### config.mk
export PLATFORM = sky130hd
export DESIGN_NAME = bcd_scan_mux
export DESIGN_NICKNAME = d
export VERILOG_FILES = /design/src/rtl/bcd_scan_mux_pkg.sv /design/src/rtl/tick_div.sv /design/src/rtl/bcd_scan_mux.sv
export SDC_FILE = /design/constraint.sdc
export NUM_CORES = 1
export LEC_CHECK = 0
export BUFFER_PORTS_ARGS = -buffer_cell sky130_fd_sc_hd__buf_2
export CORE_MARGIN = 8
export CORE_UTILIZATION = 40
export DETAILED_ROUTE_END_ITERATION = 7
export SLEW_MARGIN = 25
export SYNTH_ARGS = -nofsm -noshare
export SYNTH_HDL_FRONTEND = slang
export SYNTH_SLANG_ARGS = --single-unit
### constraint.sdc
create_clock -name clk -period 3.4 [get_ports clk]
set_clock_uncertainty 0.15 [all_clocks]
set_input_delay 0.68 -clock clk [delete_from_list [all_inputs] [get_ports clk]]
set_output_delay 0.68 -clock clk [all_outputs]
set_load 0.05 [all_outputs]
### src/rtl/bcd_scan_mux_pkg.sv
`default_nettype none
// ============================================================================
//  Module  : bcd_scan_mux_pkg
//  Brief   : Shared constants for the BCD digit scanner.
//  Rev     : 1.0
// ============================================================================
package bcd_scan_mux_pkg;

    localparam int                 DIGIT_W    = 4;
    localparam logic [DIGIT_W-1:0] BLANK_CODE = 4'hF;
    localparam logic [DIGIT_W-1:0] ZERO_CODE  = 4'h0;
    // Sliced down to the digit count by users; all ones means no digit enabled.
    localparam logic [63:0]        SEL_OFF    = '1;

endpackage : bcd_scan_mux_pkg
`default_nettype wire

### src/rtl/tick_div.sv
`default_nettype none
// ============================================================================
//  Module  : tick_div
//  Brief   : Slot prescaler; tick on the last count, zero flag on the first.
//  Rev     : 1.0
// ============================================================================
module tick_div #(
    parameter int DIV = 50000
) (
    input  logic clk,
    input  logic rst,
    output logic tick_o,
    output logic zero_o
);

    localparam int CNT_W = (DIV > 1) ? $clog2(DIV) : 1;

    logic [CNT_W-1:0] cnt_q;

    assign tick_o = (cnt_q == CNT_W'(DIV - 1));
    assign zero_o = (cnt_q == '0);

    always_ff @(posedge clk) begin
        if (rst) begin
            cnt_q <= '0;
        end else if (tick_o) begin
            cnt_q <= '0;
        end else begin
            cnt_q <= cnt_q + CNT_W'(1);
        end
    end

endmodule : tick_div
`default_nettype wire

### src/rtl/bcd_scan_mux.sv
`default_nettype none
// ============================================================================
//  Module  : bcd_scan_mux
//  Brief   : Multiplexed BCD digit scanner with leading-zero blanking,
//            dead cycle per slot and frame-aligned value updates.
//  Rev     : 1.0
// ============================================================================
module bcd_scan_mux
    import bcd_scan_mux_pkg::*;
#(
    parameter int DIGITS   = 4,
    parameter int DIV      = 50000,
    parameter int BLANK_LZ = 1
) (
    input  logic                        clk,
    input  logic                        rst,
    input  logic [DIGIT_W*DIGITS-1:0]   din,
    input  logic                        load,
    output logic                        ready,
    output logic [DIGIT_W-1:0]          dout,
    output logic [DIGITS-1:0]           sel
);

    localparam int IDX_W = $clog2(DIGITS);
    localparam int W     = DIGIT_W * DIGITS;

    logic               w_tick;
    logic               w_slot_start;
    logic               w_last;
    logic               w_boundary;
    logic               w_accept;
    logic               w_zero_run;
    logic [DIGITS-1:0]  w_blank;
    logic [DIGIT_W-1:0] w_cur;
    logic               w_cur_blank;

    logic [IDX_W-1:0]   idx_q,     idx_d;
    logic [W-1:0]       shown_q,   shown_d;
    logic [W-1:0]       pend_q,    pend_d;
    logic               pending_q, pending_d;
    logic               ready_q,   ready_d;
    logic [DIGIT_W-1:0] dout_q,    dout_d;
    logic [DIGITS-1:0]  sel_q,     sel_d;

    tick_div #(
        .DIV    (DIV)
    ) u_tick_div (
        .clk    (clk),
        .rst    (rst),
        .tick_o (w_tick),
        .zero_o (w_slot_start)
    );

    assign w_last     = (idx_q == IDX_W'(DIGITS - 1));
    assign w_boundary = w_tick && w_last;
    assign w_accept   = load && ready_q;

    // ready is always the inverse of pending, so accept and commit never coincide.
    always_comb begin
        idx_d     = idx_q;
        shown_d   = shown_q;
        pend_d    = pend_q;
        pending_d = pending_q;
        ready_d   = ready_q;
        if (w_tick) begin
            idx_d = w_last ? '0 : idx_q + IDX_W'(1);
        end
        if (w_boundary && pending_q) begin
            shown_d   = pend_q;
            pending_d = 1'b0;
            ready_d   = 1'b1;
        end
        if (w_accept) begin
            pend_d    = din;
            pending_d = 1'b1;
            ready_d   = 1'b0;
        end
    end

    always_comb begin
        w_zero_run  = 1'b1;
        w_blank     = '0;
        w_cur       = ZERO_CODE;
        w_cur_blank = 1'b0;
        sel_d       = SEL_OFF[DIGITS-1:0];
        dout_d      = BLANK_CODE;
        // Walk from the most significant digit down, tracking the run of zeros.
        for (int i = DIGITS - 1; i >= 0; i--) begin
            w_zero_run = w_zero_run && (shown_q[i*DIGIT_W +: DIGIT_W] == ZERO_CODE);
            w_blank[i] = (BLANK_LZ != 0) && (i != 0) && w_zero_run;
        end
        for (int i = 0; i < DIGITS; i++) begin
            if (idx_q == IDX_W'(i)) begin
                w_cur       = shown_q[i*DIGIT_W +: DIGIT_W];
                w_cur_blank = w_blank[i];
                sel_d[i]    = 1'b0;
            end
        end
        if (w_slot_start) begin
            sel_d  = SEL_OFF[DIGITS-1:0];
            dout_d = BLANK_CODE;
        end else begin
            dout_d = w_cur_blank ? BLANK_CODE : w_cur;
        end
    end

    always_ff @(posedge clk) begin
        if (rst) begin
            idx_q     <= '0;
            shown_q   <= '0;
            pend_q    <= '0;
            pending_q <= 1'b0;
            ready_q   <= 1'b1;
            dout_q    <= BLANK_CODE;
            sel_q     <= SEL_OFF[DIGITS-1:0];
        end else begin
            idx_q     <= idx_d;
            shown_q   <= shown_d;
            pend_q    <= pend_d;
            pending_q <= pending_d;
            ready_q   <= ready_d;
            dout_q    <= dout_d;
            sel_q     <= sel_d;
        end
    end

    assign ready = ready_q;
    assign dout  = dout_q;
    assign sel   = sel_q;

endmodule : bcd_scan_mux
`default_nettype wire
* After elaboration in Yosys (flattened, before gate mapping)
Cells that the tools add are included. Widths: inputs -> output; s select.
Cells by class: add/subtract/negate cells 2, equality and inequality tests 4, mux-type cells 16, reductions and logical operators 14
Operators by type and width (count):
- $add 16x1->16 const B | 1
- $eq 16x16->1 const B | 1
- $logic_not 16->1 | 1
- $mux 4 | 4
- $logic_not 4->1 | 3
- $mux 1 | 11
- $logic_and 1x1->1 | 5
- $eq 2x2->1 const B | 2
- $reduce_or 2->1 | 2
- $reduce_or 3->1 | 1
- $add 2x1->2 const B | 1
- $eq 2x1->1 const B | 1
- $logic_not 2->1 | 1
- $mux 2 | 1
- $reduce_bool 2->1 | 1
Storage, ports and cells: bits in registers 60, bits of input ports 19, output and inout bits 9, logic and storage cells 44

* Depth between registers and ports, before layout
Gate-level depths: netlist of the first run.
word-level depth 7, mapped depth 8, gate-level depth less buffers 6

* Hierarchy
Synthesis of the first run repeated with hierarchy kept, for this count alone.
Unflattened totals: cells, all modules 303, area, all modules 2467.4 um^2
Modules (own cells, without submodules):
- bcd_scan_mux | times used 1, cells each 214, area an instance 1690.4 um^2, sequential area each 880.8 um^2
- tick_div | times used 1, cells each 89, area an instance 777.0 um^2, sequential area each 320.3 um^2

* Worst setup path before layout of the first run
OpenSTA, ideal clock, no wires.
path type register to register, start register u_tick_div.cnt_q[0], end register shown_q[10], library setup time 72 ps, data arrival time 1745 ps, required time 3178 ps, path slack 1433 ps, stages on the path, launching flop included 9, path buffers 3, clock period less this slack 1967 ps, cell sequence dfxtp_1 ha_1 and4_4 and4_1 buf_6 and3_4 buf_12 buf_12 mux2i_1
Between the ends: word-level cells in the longest chain between the ends 3
RTL lines:
- start, declared | line tick_div.sv:18 | logic [CNT_W-1:0] cnt_q;
- start signal, assigned | line tick_div.sv:29 | cnt_q <= cnt_q + CNT_W'(1);
- $eq 16x16->1 | line tick_div.sv:20 | assign tick_o = (cnt_q == CNT_W'(DIV - 1));
- $logic_and 1x1->1 | line bcd_scan_mux.sv:55 | assign w_boundary = w_tick && w_last;
- $logic_and 1x1->1 | line bcd_scan_mux.sv:68 | if (w_boundary && pending_q) begin
- end signal, assigned | line bcd_scan_mux.sv:118 | shown_q <= shown_d;
- end, declared | line bcd_scan_mux.sv:38 | logic [W-1:0] shown_q, shown_d;
Every way passes these cells. A chain may end at the register's enable or synchronous reset.

* Worst setup path after layout of the first run
start register u_tick_div.cnt_q[0], end register shown_q[2]
The elaborated chain is that of the path after synthesis.

==> key figures, run 1 <==
Place
  • IO buf count: 27
  • DP Wirelength: 3480 um
  • Cells after DPL: 381
  • Routability cong.: 0.791

Synthesis
  • Synth Instances: 297
  • Sequential area share after synthesis: 0.453
  • Distinct cells, synth: 37
  • Syn_nets: 322
  • Biggest area consumer among synthesized cells: dfxtp_1
  • Post-synthesis sequential element count: 60
  • Synth area leaders: dfxtp_1 (45%), nand2b_1 (7.8%), mux2i_1 (6.8%)
  • Post-synth top area share: 0.453
  • Ys Warns: 0
  • Syn_area_per_cell: 8.92 um^2
  • Mapped cell area: 2650 um^2

STA
  • RSZ-0062 raised after global routing: false
  • Slew margin rel.: 0.490
  • Highest clock rate: 0.461 GHz
  • Final Hold Vio Count: 0
  • Setup TNS: 0 ns
  • Min Tclk post-route: 2.17 ns
  • Max-slew violations: 0
  • Worst slew pin tran: 0.765 ns
  • # setup viols final: 0
  • Final worst path period share: 0.637

Global routing
  • GRT overflow: 0
  • GRT Overall Usage: 0.115
  • First-pass GRT wire length: 8940 um
  • Vias in the first global route: 1,922
  • Initial antenna violation count: 0
  • Largest net degree at the start of global routing: 57

Drt
  • DR DRC count: 0
  • Vias: 1,958
  • DR iter-0 viols: 58
  • Routed WL: 5140 um
  • WL/cell: 13.0 um
  • Via density: 4.93
  • Post-detailed-route count of antenna-violating nets: 0
  • TritonRoute pass-1 iters: 4

Final layout
  • Fraction of layout cells with a size suffix above 1: 0.150
  • Final Non-Filler Cells: 397
  • Diode count: 0
  • Area grow syn2layout: 12.8%
  • Nets: 340
  • Final-layout fill cell count: 643

Setup path
  • CP endpoint kind: flip-flop
  • Crit Path Max Fanout: 17
  • WP data arrival: 2.28 ns
  • Worst path required time: 3.51 ns
  • Critical path class: reg -> reg
  • Crit path largest cell delay: 0.43 ns
  • CP delay by family, top: simple AND/OR/NAND/NOR gates
  • Critical Path, Cell by Cell: ha_1 -> and4_4 -> and4_1 -> and3_4 -> mux2i_1
  • CP max stage cell: and3_4
  • Worst setup SP type: flip-flop
  • Crit path buf inv count: 0

Clocking
  • Hold-fix buffers, CTS: 0
  • Postcts setup bufs: 0
  • Post-CTS sizing: 0
  • Clk buf depth: 2
  • Worst-path clk slew: 0.06 ns
  • H-tree depth: 3
  • Num CTS Buffers: 9
  • CTS tree: yes
  • Clock Sinks: 60
  • Clock Latency Late Sink: 0.33 ns
  • Root Driver: clkbuf_8

Die
  • Core Area: 6390 um^2
  • Site Rows: 29
  • Total die area: 9480 um^2
  • Initial core utilization: 0.415
  • DIE WIDTH: 97.4 um
  • Die extent in y: 97.4 um
  • Ports: 28

Run status
  • Status: completed

Pwr
  • VDD IR max: 0.323 mV
  • Total power per unit cell area: 531 nW/um^2
  • Leak pwr: 0.00107 uW
  • Total power: 1590 uW

Run
  • Maxcap violations: 0

Min path
  • HP Class: reg -> reg
-- per-layer routing --
layer	up-vias	GRT usage	share of wire	wire (um)
met5	-	0	0	0
met4	0	0.0490	0.017	85
met2	27	0.178	0.44	2280
met1	896	0.134	0.49	2540
met3	8	0.0519	0.045	231
li1	1027	-	-	-
-- synthesized netlist by cell type --
cell type / number
nor2_1: 21
and3_1: 1
inv_1: 11
a21oi_1: 24
a211oi_1: 1
and3_2: 1
xor2_1: 5
o22ai_1: 1
and3_4: 1
o21ai_0: 6
dfxtp_1: 60
buf_2: 4
xnor2_1: 9
nand3_1: 5
or2_1: 1
a41oi_1: 1
and2_1: 2
nor3_1: 3
buf_1: 2
clkbuf_1: 10
nor4bb_1: 1
buf_6: 2
ha_1: 6
nand2_1: 42
buf_12: 2
and4_1: 3
nor4_1: 5
and4_2: 1
nand2b_1: 33
nor4b_1: 1
mux2i_1: 18
nand4_1: 6
a31oi_1: 1
nor4_2: 1
a221o_1: 4
and4_4: 1
o21bai_1: 1
-- path summary, 6_finish.rpt --
| check | startpoint | to | slack, ns | depth (start not counted) |
|---|---|---|---|---|
| worst min-delay path | pend_q[11]$_SDFFE_PP0P_ | pend_q[11]$_SDFFE_PP0P_ | 0.30 | 2 |
| worst max register to register | u_tick_div.cnt_q[0]$_SDFF_PP0_ | shown_q[2]$_SDFFE_PP0P_ | 1.23 | 5 |
| worst max-delay path | u_tick_div.cnt_q[0]$_SDFF_PP0_ | shown_q[2]$_SDFFE_PP0P_ | 1.23 | 5 |
| worst min register to register | pend_q[11]$_SDFFE_PP0P_ | pend_q[11]$_SDFFE_PP0P_ | 0.30 | 2 |
-- where the power goes --
| group | internal, uW | switching (uW) |
|---|---|---|
| Sequential | 726 | 12.6 |
| Combinational | 38.1 | 71.4 |
| Clock | 470 | 267 |
-- layout by cell type (no fill, tap or decap), types with 4 or more instances in the layout --
cell type  synthesis  final
inv_1             11     11
xnor2_1            9      9
xor2_1             5      5
dfxtp_1           60     60
nor2_1            21     21
mux2i_1           18     18
o21ai_0            6      6
nand2_1           42     42
a221o_1            4      4
clkbuf_8           0     12
a21oi_1           24     24
nand2b_1          33     33
buf_2              4     27
nand4_1            6      6
nor4_1             5      5
nand3_1            5      5
ha_1               6      6
-- through the flow --
step	utilization	instance area, um^2	hold slack (ns)	setup WS [ns]
6_report	0.468	2990	0.305	1.23
5_1_grt	0.468	2990	0.329	1.07
4_1_cts	0.468	2990	0.307	1.21
3_5_place_dp	0.431	2750	0.297	1.02
3_3_place_gp	0.431	2750	0.294	1.10
2_1_floorplan	-	2650	0.287	1.43
-- final cells by class --
type	instances	area, um^2	share of cell area
Sequential cell	60	1200	0.402
Clock inverter	4	70.1	0.0235
Multi-Input combinational cell	206	1280	0.428
Clock buffer	12	165	0.0553
Inverter	11	41.3	0.0138
Tap cell	77	96.3	0.0322
Timing Repair Buffer	27	135	0.0452
-- logic make-up (layout without fill, tap and decap cells) --
logic type | count (synthesis) | count (layout) | synth area share
muxes | 18 | 18 | 0.0680
buffers and inverters | 31 | 54 | 0.0638
xor gates and xnor gates | 14 | 14 | 0.0463
AOI/OAI and AO/OA | 39 | 39 | 0.0855
adders and majority gates | 6 | 6 | 0.0283
DFF | 60 | 60 | 0.453
and+or+nand+nor | 129 | 129 | 0.255
-- state kept, by name, indices dropped and copies added, names as in the netlist --
name / cells
idx_q: 2
pend_q: 16
sel: 4
shown_q: 16
pending_q: 1
dout: 4
ready: 1
u_tick_div.cnt_q: 16
-- worst register-to-register path: cells and delay by family, from the launching register on --
kind                       cells  cell delay (ns)
DFF                            1             0.40
muxes                          1             0.22
and+or+nand+nor                3             1.03
adders and majority gates      1             0.29
Power figures use the tool's default switching activity.
==> run 2, diff against run 1 <==
==> constraint.sdc (replaced) <==
create_clock -name clk -period 1.9 [get_ports clk]
set_clock_uncertainty 0.15 [all_clocks]
set_input_delay 0.38 -clock clk [delete_from_list [all_inputs] [get_ports clk]]
set_output_delay 0.38 -clock clk [all_outputs]
set_load 0.05 [all_outputs]
==> key figures, run 2 (synthesis gave the netlist of run 1 again) <==
Run status
  • Status: completed

Setup path
  • Reg2reg path depth: 6
  • Worst R2R End: shown_q[12]$_SDFFE_PP0P_
  • Worst setup SP type: flip-flop
  • WP data arrival: 1.90 ns
  • Reg2reg start: u_tick_div.cnt_q[1]$_SDFF_PP0_
  • Worst path required time: 2.01 ns
  • Critical path class: reg -> reg
  • CP endpoint kind: flip-flop
  • Crit Path Max Fanout: 9
  • R2R setup slack: 0.11 ns

Drt
  • WL/cell: 12.5 um
  • Via density: 4.92
  • DR DRC count: 0
  • Post-detailed-route count of antenna-violating nets: 0
  • Vias: 2,019
  • TritonRoute pass-1 iters: 5
  • Routed WL: 5130 um
  • DR iter-0 viols: 90

STA
  • Final worst path period share: 0.944
  • Slew margin rel.: 0.731
  • Worst slew pin tran: 0.403 ns
  • Max-slew violations: 0
  • Final Hold Vio Count: 0
  • # setup viols final: 0
  • Highest clock rate: 0.557 GHz
  • RSZ-0062 raised after global routing: false
  • Setup TNS: 0 ns
  • Min Tclk post-route: 1.79 ns

Pwr
  • VDD IR max: 0.415 mV
  • Leak pwr: 0.00113 uW
  • Seq pwr share: 0.495
  • Switch share: 0.232
  • Clock share of power: 0.426
  • Internal power: 2050 uW
  • Total power per unit cell area: 862 nW/um^2
  • Comb pwr share: 0.079
  • P_sw: 621 uW

Final layout
  • Commonest non-fill, non-tap cell in the layout: dfxtp_1
  • Area grow syn2layout: 17.0%
  • Final Cell Area: 3100 um^2
  • Largest regs: pend_q: 16 flops, shown_q: 16 flops, u_tick_div.cnt_q: 16 flops
  • Final core occ: 0.485
  • Commonest cells after routing, fill and taps aside: dfxtp_1 (58), nand2_1 (42), nand2b_1 (33)
  • Diode count: 0
  • Fraction of layout cells with a size suffix above 1: 0.195
  • Nets: 353

Die
  • DIE WIDTH: 97.4 um
  • Core Area: 6390 um^2
  • Initial core utilization: 0.415
  • Ports: 28
  • Total die area: 9480 um^2
  • Site Rows: 29
  • Die extent in y: 97.4 um

Min path
  • Hold worst-path end: u_tick_div.cnt_q[2]$_SDFF_PP0_
  • Hold_sp: rst
  • Hold path cells: 2
  • HP Class: in -> reg

Global routing
  • First-pass GRT wire length: 9000 um
  • Vias in the first global route: 1,971
  • GRT Overall Usage: 0.114
  • GRT overflow: 0
  • Largest net degree at the start of global routing: 54
  • Initial antenna violation count: 0

Clocking
  • Clock Sinks: 60
  • Clock Latency Late Sink: 0.33 ns
  • Root Driver: clkbuf_8
  • CTS tree: yes
  • Clk buf depth: 2
  • Num CTS Buffers: 9
  • H-tree depth: 3
  • Worst-path clk slew: 0.06 ns

Place
  • Placed Area: 2850 um^2
  • IO buf count: 27
  • DP Wirelength: 3620 um
  • Routability cong.: 0.852

Run
  • Maxcap violations: 0
## run 2: routing by layer
layer,GRT usage,part of all wire,wire length [um],vias up
met5,0,0,0,-
met4,0.0385,0.013,65,0
met3,0.0533,0.048,248,6
met2,0.187,0.47,2410,27
met1,0.128,0.47,2410,933
li1,-,-,-,1053
## run 2: repair_timing
action                     CTS  global route
hold buffers                 0             0
setup endpoints to repair    0            35
resized for setup            0             4
buffers inserted             0             2
## run 2: cell type report
| type | count | area [um^2] |
|---|---|---|
| sequential | 60 | 1210 |
| clock buffer | 12 | 155 |
| inverter | 11 | 41.3 |
| multi-input combinational | 206 | 1290 |
| clock inverter | 4 | 47.5 |
| timing repair buffer | 40 | 258 |
| tap | 77 | 96.3 |
| fill | 618 | 3290 |
## run 2: power groups by stage
stage	Sequential [uW]	Clock [uW]	Combinational, uW
floorplan	1400	0	106
global placement	1350	0	211
detailed placement	1350	0	212
CTS	1320	1180	213
global route	1330	1250	236
finish	1320	1140	211
## run 2: critical path, cell delays in order (launching register included)
cell     delay [ns]
dfxtp_2        0.37
ha_4           0.17
and4_4         0.25
and4_1         0.23
and3_4         0.23
buf_12         0.14
mux2i_1        0.18
## run 2: worst max path at each step
stage / end / start / depth (start not counted) / slack, ns
final: shown_q[12]$_SDFFE_PP0P_ / u_tick_div.cnt_q[1]$_SDFF_PP0_ / 6 / 0.11
after global routing: shown_q[1]$_SDFFE_PP0P_ / u_tick_div.cnt_q[1]$_SDFF_PP0_ / 6 / 0.02
after CTS: shown_q[10]$_SDFFE_PP0P_ / u_tick_div.cnt_q[0]$_SDFF_PP0_ / 5 / 0.01
after detailed placement: shown_q[12]$_SDFFE_PP0P_ / u_tick_div.cnt_q[0]$_SDFF_PP0_ / 5 / 0.03
after global placement: u_tick_div.cnt_q[9]$_SDFF_PP0_ / u_tick_div.cnt_q[0]$_SDFF_PP0_ / 5 / 0.07
after floorplan: shown_q[10]$_SDFFE_PP0P_ / u_tick_div.cnt_q[0]$_SDFF_PP0_ / 8 / 0.04
## run 2: stage by stage
stage	worst slack (ns)	hold slack, ns	power, uW	cells
6_report	0.106	0.112	2670	410
3_3_place_gp	0.0716	0.293	1560	392
4_1_cts	0.00955	0.101	2720	408
2_1_floorplan	0.0437	0.287	1500	297
5_1_grt	0.0174	0.102	2810	410
3_5_place_dp	0.0272	0.300	1560	392
